## config.mk

```make
export PLATFORM = sky130hd
export DESIGN_NAME = audio_sequencer_flat
export DESIGN_NICKNAME = d
export VERILOG_FILES = /design/src/rtl/audio_sequencer_if.sv /design/src/rtl/audio_sequencer.sv /design/src/flat_wrapper.sv
export SDC_FILE = /design/constraint.sdc
export NUM_CORES = 1
export LEC_CHECK = 0
export ABC_AREA = 1
export ABC_CLOCK_PERIOD_IN_PS = 3600
export CAP_MARGIN = 20
export CORE_MARGIN = 1.5
export CORE_UTILIZATION = 40
export CTS_BUF_LIST = sky130_fd_sc_hd__clkbuf_8
export CTS_CLUSTER_SIZE = 20
export DETAILED_ROUTE_END_ITERATION = 7
export PLACE_DENSITY_LB_ADDON = 0.1
export SETUP_SLACK_MARGIN = 0.3
export SYNTH_ARGS = -nofsm -noshare
export SYNTH_HDL_FRONTEND = slang
export SYNTH_SLANG_ARGS = --single-unit
```

## constraint.sdc

```tcl
create_clock -name i_clk -period 3.6 [get_ports i_clk]
set_input_delay 1.08 -clock i_clk [delete_from_list [all_inputs] [get_ports i_clk]]
set_output_delay 1.08 -clock i_clk [all_outputs]
set_load 0.05 [all_outputs]
```

## src/rtl/audio_sequencer_if.sv

```systemverilog
// Control/output bundle between game logic (master) and audio_sequencer (slave).
// The i_loop signal exists only when AUDIO_SEQ_LOOP_EN is defined.
interface audio_sequencer_if;
    logic        i_play;
    logic [1:0]  i_effect;
    logic        i_stop;
`ifdef AUDIO_SEQ_LOOP_EN
    logic        i_loop;
`endif
    logic [23:0] o_freq;
    logic        o_busy;
    logic        o_done;

`ifdef AUDIO_SEQ_LOOP_EN
    modport master (output i_play, i_effect, i_stop, i_loop,
                    input  o_freq, o_busy, o_done);
    modport slave  (input  i_play, i_effect, i_stop, i_loop,
                    output o_freq, o_busy, o_done);
`else
    modport master (output i_play, i_effect, i_stop,
                    input  o_freq, o_busy, o_done);
    modport slave  (input  i_play, i_effect, i_stop,
                    output o_freq, o_busy, o_done);
`endif
endinterface

```

## src/rtl/audio_sequencer.sv

```systemverilog
// Sound-effect sequencer: walks a (freq, dur) tune table and drives a note generator.
// Optional feature macro: AUDIO_SEQ_LOOP_EN (adds i_loop, repeating tunes).
module audio_sequencer #(
    parameter int unsigned CLK_FREQ = 12000000,
    parameter int unsigned TICK_MS  = 10
) (
    input  logic              i_clk,
    input  logic              i_rst,
    audio_sequencer_if.slave  bus
);

    localparam int unsigned TICK_DIV  = CLK_FREQ / 1000 * TICK_MS;
    localparam logic [23:0] TICK_LAST = 24'(TICK_DIV - 1);

    typedef enum logic [1:0] {IDLE, LOAD, PLAY} state_t;

    state_t      state, state_n;
    logic [1:0]  eff, eff_n;
    logic [3:0]  idx, idx_n;
    logic [23:0] tick_cnt, tick_n;
    logic [7:0]  dur_cnt, dur_n;
    logic [23:0] freq_q, freq_n;
    logic        done_q, done_n;

    logic [23:0] tbl_freq;
    logic [7:0]  tbl_dur;
    logic        loop_req;
    logic [7:0]  dur_inc;

    // Entry 15 is never listed, so it always reads as an end marker.
    always_comb begin
        tbl_freq = '0;
        tbl_dur  = '0;
        case ({eff, idx})
            6'h00: begin tbl_freq = 24'd880;  tbl_dur = 8'd2; end
            6'h01: begin tbl_freq = 24'd440;  tbl_dur = 8'd2; end
            6'h10: begin tbl_freq = 24'd110;  tbl_dur = 8'd8; end
            6'h11: begin tbl_freq = 24'd0;    tbl_dur = 8'd2; end
            6'h12: begin tbl_freq = 24'd82;   tbl_dur = 8'd8; end
            6'h20: begin tbl_freq = 24'd1000; tbl_dur = 8'd3; end
            6'h21: begin tbl_freq = 24'd500;  tbl_dur = 8'd1; end
            6'h22: begin tbl_freq = 24'd0;    tbl_dur = 8'd1; end
            6'h23: begin tbl_freq = 24'd2000; tbl_dur = 8'd2; end
            6'h30: begin tbl_freq = 24'd1500; tbl_dur = 8'd1; end
            6'h31: begin tbl_freq = 24'd1200; tbl_dur = 8'd1; end
            6'h32: begin tbl_freq = 24'd900;  tbl_dur = 8'd1; end
            6'h33: begin tbl_freq = 24'd600;  tbl_dur = 8'd1; end
            default: begin tbl_freq = '0; tbl_dur = '0; end
        endcase
    end

`ifdef AUDIO_SEQ_LOOP_EN
    assign loop_req = bus.i_loop;
`else
    assign loop_req = 1'b0;
`endif

    assign dur_inc = dur_cnt + 8'd1;

    always_comb begin
        state_n = state;
        eff_n   = eff;
        idx_n   = idx;
        tick_n  = tick_cnt;
        dur_n   = dur_cnt;
        freq_n  = freq_q;
        done_n  = 1'b0;
        if (bus.i_stop) begin
            state_n = IDLE;
            idx_n   = '0;
            tick_n  = '0;
            dur_n   = '0;
            freq_n  = '0;
        end else if (state != IDLE && bus.i_play && bus.i_effect > eff) begin
            // Pre-emption restarts the new tune; the old note holds through its LOAD.
            eff_n   = bus.i_effect;
            idx_n   = '0;
            state_n = LOAD;
        end else begin
            case (state)
                IDLE: begin
                    if (bus.i_play) begin
                        eff_n   = bus.i_effect;
                        idx_n   = '0;
                        state_n = LOAD;
                    end
                end
                LOAD: begin
                    if (tbl_dur == 8'd0) begin
                        idx_n = '0;
                        if (loop_req) begin
                            state_n = LOAD;
                        end else begin
                            freq_n  = '0;
                            done_n  = 1'b1;
                            state_n = IDLE;
                        end
                    end else begin
                        freq_n  = tbl_freq;
                        tick_n  = '0;
                        dur_n   = '0;
                        state_n = PLAY;
                    end
                end
                PLAY: begin
                    if (tick_cnt == TICK_LAST) begin
                        tick_n = '0;
                        dur_n  = dur_inc;
                        if (dur_inc == tbl_dur) begin
                            idx_n   = idx + 4'd1;
                            state_n = LOAD;
                        end
                    end else begin
                        tick_n = tick_cnt + 24'd1;
                    end
                end
                default: state_n = IDLE;
            endcase
        end
    end

    always_ff @(posedge i_clk) begin
        if (i_rst) begin
            state    <= IDLE;
            eff      <= '0;
            idx      <= '0;
            tick_cnt <= '0;
            dur_cnt  <= '0;
            freq_q   <= '0;
            done_q   <= 1'b0;
        end else begin
            state    <= state_n;
            eff      <= eff_n;
            idx      <= idx_n;
            tick_cnt <= tick_n;
            dur_cnt  <= dur_n;
            freq_q   <= freq_n;
            done_q   <= done_n;
        end
    end

    assign bus.o_freq = freq_q;
    assign bus.o_done = done_q;
    assign bus.o_busy = (state != IDLE);

endmodule

```

## src/flat_wrapper.sv

```systemverilog
// flat-port wrapper written by rule: the top's interface ports become plain ports
module audio_sequencer_flat 
#(
    parameter int unsigned CLK_FREQ = 12000000,
    parameter int unsigned TICK_MS  = 10
)
  (i_clk, i_rst, bus_i_play, bus_i_effect, bus_i_stop, bus_o_freq, bus_o_busy, bus_o_done);
  audio_sequencer_if bus_i ();
  input  logic i_clk;
  input  logic i_rst;
  input wire logic [$bits(bus_i.i_play)-1:0] bus_i_play;
  input wire logic [$bits(bus_i.i_effect)-1:0] bus_i_effect;
  input wire logic [$bits(bus_i.i_stop)-1:0] bus_i_stop;
  output wire logic [$bits(bus_i.o_freq)-1:0] bus_o_freq;
  output wire logic [$bits(bus_i.o_busy)-1:0] bus_o_busy;
  output wire logic [$bits(bus_i.o_done)-1:0] bus_o_done;
  assign bus_i.i_play = bus_i_play;
  assign bus_i.i_effect = bus_i_effect;
  assign bus_i.i_stop = bus_i_stop;
  assign bus_o_freq = bus_i.o_freq;
  assign bus_o_busy = bus_i.o_busy;
  assign bus_o_done = bus_i.o_done;
  audio_sequencer #(.CLK_FREQ(CLK_FREQ), .TICK_MS(TICK_MS)) u_core (.i_clk(i_clk), .i_rst(i_rst), .bus(bus_i));
endmodule
```

==> impl_metrics.ini, run 1 <==
[run_status]
status = complete, no violations

[logic_synthesis]
post_synth_num_cell_types = 39
synth_common_cells = nand2_1 (113), nor2_1 (65), dfxtp_1 (51)
synth.cell_area_mm2 = 0.00354
yosysMostFrequentCell = nand2_1
ys_warn_count = 0
synth_seq_cells = 51
synth_top_cell_area_share_pct = 28.9
synth.avg_cell_area_um2 = 6.70
synthCells = 528
synth_edf_count = 0
async_reset_ff_share_pct = 0
synthTopCellsByArea = dfxtp_1 (29%), nand2_1 (12%), nor2_1 (6.9%)
synth_area_leader_cell = dfxtp_1
yosysSeqAreaShare_pct = 28.9
synth_flop_cell = dfxtp_1

[sta]
rsz0062_at_grt = false
fmax_ghz = 0.331
finClkSkew_ns = 0.0109
fin_crit_sh_pct = 83.9
setup_viol = 0
tightest_slew_ns = 0.791
fin_setup_tns_ns = 0
finalCriticalPeriod_ns = 3.02
relSlewSlack_pct = 47.3
hold_ws_ns = 0.495
hold_viol = 0
slew_viol_final = 0

[global_route]
grt_pass1_vias = 3245
grt_max_degree = 29
antenna_found_initial = 0
gr-total-overflow = 0
grtUsageTotal_pct = 19.7
grt_pass1_wl_mm = 15.3

[clock_network]
cts-root-buf = clkbuf_8
post_cts_buffers = 0
insertion_delay_ns = 0.31
cts_tree = done
numCtsBuffers = 5
ctsResizeCount = 0
cts_num_sinks = 51
htreeDepth = 2
path_clk_slew_ns = 0.10
max-clock-path-buffers = 2
ctsHoldBuffers = 0

[place]
dp_hpwl_mm = 6.53
place_inst = 641
dpl_cell_area_mm2 = 0.00371
numPortBuffers = 17
gp_congestion = 0.899

[setup_path]
cp_common_cell = inv_1
cp_max_fo = 4
crit_path_end_kind = output port
slowest_stage = clkdlybuf4s50_1
startpoint_type = flip-flop
cp.required_ns = 2.52
cp_cell_sequence = inv_1 -> ha_1 -> inv_1 -> clkdlybuf4s50_1
critical-path-max-stage-delay_ns = 0.82
cp_data_arrival_time_ns = 1.94
path_class = reg2out

[die]
ios = 32
initial_core_util_pct = 41.0
die_area_mm2 = 0.00942
rows = 34
die_y_um = 97.0
core_mm2 = 0.00864
fp.dieW_um = 97.0

[pwr]
p_per_area_mw_per_mm2 = 323
power_leakage_nw = 1.37
ir_drop_uv = 175

[routing]
via_count = 3348
ant_nets = 0
drc = 0
drt-pass1-iter-count = 4
wl_per_cell_um = 13.7
drt-initial-drc-count = 125
viasPerCell = 5.16
drt-total-wl_mm = 8.86

[flow_run]
cap_violations = 0

[layout]
layout.cells.non_filler = 649
antennaDiodeCount = 0
fin_area_mm2 = 0.00382
fin_nets = 560
drive_above_1_share_pct = 9.43
area_delta_synth_final_pct = 7.89

[hold_path]
hold_class = reg2reg
-- layout make-up --
type	instances	area (um2)
clock inverters	1	7.51
clock buffers	7	96.3
multi-input cells	405	2140
well taps	108	135
repair buffers	22	208
inverters	55	209
flip-flops and latches	51	1020
fillers	917	4820
-- per-stage QoR --
step	setup slack, ns	util, %	total power, mW
3_5_place_dp	0.395	43.0	0.862
2_1_floorplan	1.06	-	0.825
3_3_place_gp	0.423	43.0	0.860
6_report	0.581	44.2	1.23
4_1_cts	0.558	44.2	1.26
5_1_grt	0.491	44.2	1.30
-- path summary, 6_finish.rpt --
| kind | startpoint | to | slack (ns) | cells past startpoint |
|---|---|---|---|---|
| hold reg to reg | u_core.tick_cnt[15]$_SDFFE_PP0P_ | u_core.tick_cnt[15]$_SDFFE_PP0P_ | 0.50 | 2 |
| hold / removal | u_core.tick_cnt[15]$_SDFFE_PP0P_ | u_core.tick_cnt[15]$_SDFFE_PP0P_ | 0.50 | 2 |
| setup / recovery | u_core.state[0]$_SDFFE_PP0P_ | bus_o_busy | 0.58 | 4 |
| setup reg to reg | u_core.eff[1]$_SDFFE_PP0P_ | u_core.dur_cnt[6]$_SDFFE_PP0P_ | 0.97 | 10 |
-- power by group --
part           switching, mW  internal [mW]  total (mW)
clock                  0.208          0.176       0.384
combinational          0.187         0.0725       0.260
sequential            0.0143          0.575       0.589
total                  0.410          0.823        1.23
-- registers in the layout, indices dropped and copies added (netlist names) --
| name | flops |
|---|---|
| u_core.tick_cnt | 24 |
| u_core.bus.o_done | 1 |
| u_core.state | 2 |
| u_core.eff | 2 |
| u_core.idx | 4 |
| u_core.bus.o_freq | 10 |
| u_core.dur_cnt | 8 |
-- critical path, delay by kind of cell, from the launching register on --
kind	cells	cell delay, ns
fa+ha+maj	1	0.23
buf+inv	3	1.03
flops	1	0.38
-- layer usage --
metal  up-vias  GRT usage (%)  share of wire [%]
met5         -              0                  0
met2        65           34.0                 49
li1       1727              -                  -
met4         0           7.25                2.1
met1      1539           25.0                 46
met3        17           2.60                2.8
-- layout by cell type (no fill, tap or decap), drive strengths merged --
cell type	instances
ha	14
nand2	122
o221ai	2
nor3b	1
nor3	21
xor2	13
conb	14
a211oi	1
inv	54
buf	5
dfxtp	51
nand4	14
clkinv	1
or2	1
clkinvlp	1
o31ai	1
clkdlybuf4s50	17
nand3b	2
o21ai	29
clkbuf	7
nor2	70
o211ai	7
a21o	1
a21oi	48
xnor2	3
nand3	41
-- kinds of logic (layout without fill, tap and decap cells) --
family,count (synthesis),in the layout,share of synthesized area (%)
compound gates,89,89,14.3
xor+xnor,16,16,3.96
fa+ha+maj,14,14,4.95
buf+inv,85,85,12.0
flops,51,51,28.9
other cells,1,14,0.106
simple gates,272,272,35.8
(Power assumes the default switching activity.)
==> inputs of run 2 (changes only) <==
ABC_CLOCK_PERIOD_IN_PS = 2900   (was 3600)
clock period = 2.9 ns   (was 3.6 ns; I/O delays follow)
==> impl_metrics.ini, run 2 (synthesis gave the netlist of run 1 again) <==
[sta]
timing.final.ws_setup_ns = 0.423
rsz0062_at_grt = false
fin_setup_tns_ns = 0
fmax_ghz = 0.404
slew_viol_final = 0
finalCriticalPeriod_ns = 2.48
fin_crit_sh_pct = 85.4
hold_viol = 0
hold_ws_ns = 0.491
finClkSkew_ns = 0.00555
relSlewSlack_pct = 66.1
tightest_slew_ns = 0.508
setup_viol = 0

[setup_path]
rr_endpoint = u_core.tick_cnt[14]$_SDFFE_PP0P_
rrSetupSlack_ns = 0.60
cp.required_ns = 3.11
worstRegToRegCells = 14
startpoint_type = primary input
path_class = in2reg
crit_path_end_kind = flip-flop
cp_max_fo = 5
cp_data_arrival_time_ns = 2.68
r2r_start = u_core.idx[1]$_SDFFE_PP0P_

[pwr]
internal-power_mw = 1.09
seqPwrFrac_pct = 45.5
finalPower_mw = 1.60
switching_share_pct = 31.7
p_per_area_mw_per_mm2 = 411
ir_drop_uv = 164
clkPwrFrac_pct = 33.4
combPwrFrac_pct = 21.1
p_sw_mw = 0.507
power_leakage_nw = 1.43

[global_route]
gr-total-overflow = 0
grtUsageTotal_pct = 19.3
grt_pass1_vias = 3158
grt_max_degree = 29
antenna_found_initial = 0
grt_pass1_wl_mm = 15.0

[clock_network]
post_cts_buffers = 0
insertion_delay_ns = 0.31
htreeDepth = 2
cts-root-buf = clkbuf_8
path_clk_slew_ns = 0.10
ctsHoldBuffers = 0
cts_num_sinks = 51
numCtsBuffers = 5
max-clock-path-buffers = 2
cts_tree = done

[die]
die_y_um = 97.0
die_area_mm2 = 0.00942
core_mm2 = 0.00864
rows = 34
initial_core_util_pct = 41.0
fp.dieW_um = 97.0
ios = 32

[routing]
drc = 0
drt-initial-drc-count = 107
via_count = 3340
wl_per_cell_um = 13.3
drt-pass1-iter-count = 4
viasPerCell = 5.08
ant_nets = 0
drt-total-wl_mm = 8.77

[place]
pre_cts_ws_ns = 0.0528
dp_hpwl_mm = 6.50
numPortBuffers = 17
gp_congestion = 0.921

[layout]
largest_reg_flops = 24
layout_common_cells = nand2_1 (113), nor2_1 (64), dfxtp_1 (50)
fin_nets = 568
final_common_cell = nand2_1
antennaDiodeCount = 0
area_delta_synth_final_pct = 10.1
regMostFlops = u_core.tick_cnt
drive_above_1_share_pct = 11.5

[flow_run]
cap_violations = 0

[hold_path]
hold_class = reg2reg
worstHoldPathCells = 2
hold_start = u_core.bus.o_freq[2]$_SDFFE_PP0P_
min_to = u_core.bus.o_freq[2]$_SDFFE_PP0P_

[run_status]
status = complete, no violations
-- run 2: worst max path at each step --
| stage | end | startpoint | slack, ns |
|---|---|---|---|
| 2_1_floorplan | u_core.bus.o_freq[2]$_SDFFE_PP0P_ | bus_i_effect[1] | 0.57 |
| 3_3_place_gp | u_core.dur_cnt[3]$_SDFFE_PP0P_ | bus_i_effect[0] | 0.09 |
| 3_5_place_dp | u_core.dur_cnt[3]$_SDFFE_PP0P_ | bus_i_effect[1] | 0.05 |
| 4_1_cts | bus_o_busy | u_core.state[1]$_SDFFE_PP0P_ | 0.35 |
| 5_1_grt | u_core.dur_cnt[4]$_SDFFE_PP0P_ | bus_i_effect[1] | 0.31 |
| 6_report | u_core.dur_cnt[3]$_SDFFE_PP0P_ | bus_i_effect[1] | 0.42 |
-- run 2: critical path, stage by stage --
cell             delay, ns
clkdlybuf4s50_1       0.43
ha_1                  0.31
a21oi_1               0.07
a21oi_1               0.18
nand3_2               0.16
buf_4                 0.18
nand2_4               0.08
nor2_2                0.05
buf_4                 0.16
o21ai_1               0.14
nor2_2                0.04
-- run 2: repair_timing --
item	CTS	global route
endpoints found under the setup margin	1	9
gates cloned	0	0
gates resized for setup	1	5
-- run 2: per-stage QoR --
stage          std cells  instance area [um2]  util (%)
2_1_floorplan        541                 3590         -
3_3_place_gp         649                 3770      43.7
3_5_place_dp         649                 3770      43.7
4_1_cts              657                 3890      45.0
5_1_grt              657                 3890      45.1
6_report             657                 3890      45.1
-- run 2: power groups by stage --
stage / registers, mW / logic, mW / clock network (mW)
2_1_floorplan: 0.756 / 0.267 / 0
3_3_place_gp: 0.745 / 0.336 / 0
3_5_place_dp: 0.744 / 0.337 / 0
4_1_cts: 0.728 / 0.338 / 0.557
5_1_grt: 0.731 / 0.371 / 0.588
6_report: 0.728 / 0.337 / 0.534
-- run 2: final cells by class --
cell class	instances	area [um2]
inverter	55	209
fill	915	4740
multi-input combinational	405	2150
clock buffer	6	82.6
tap	108	135
sequential	51	1020
clock inverter	2	35.0
timing repair buffer	30	263
-- run 2: metal layers --
metal / global-route usage, % / vias up / routed length (um)
met5: 0 / - / 0
met4: 5.80 / 0 / 153
met3: 3.83 / 14 / 350
met2: 35.0 / 78 / 4430
met1: 22.7 / 1505 / 3830
li1: - / 1743 / -
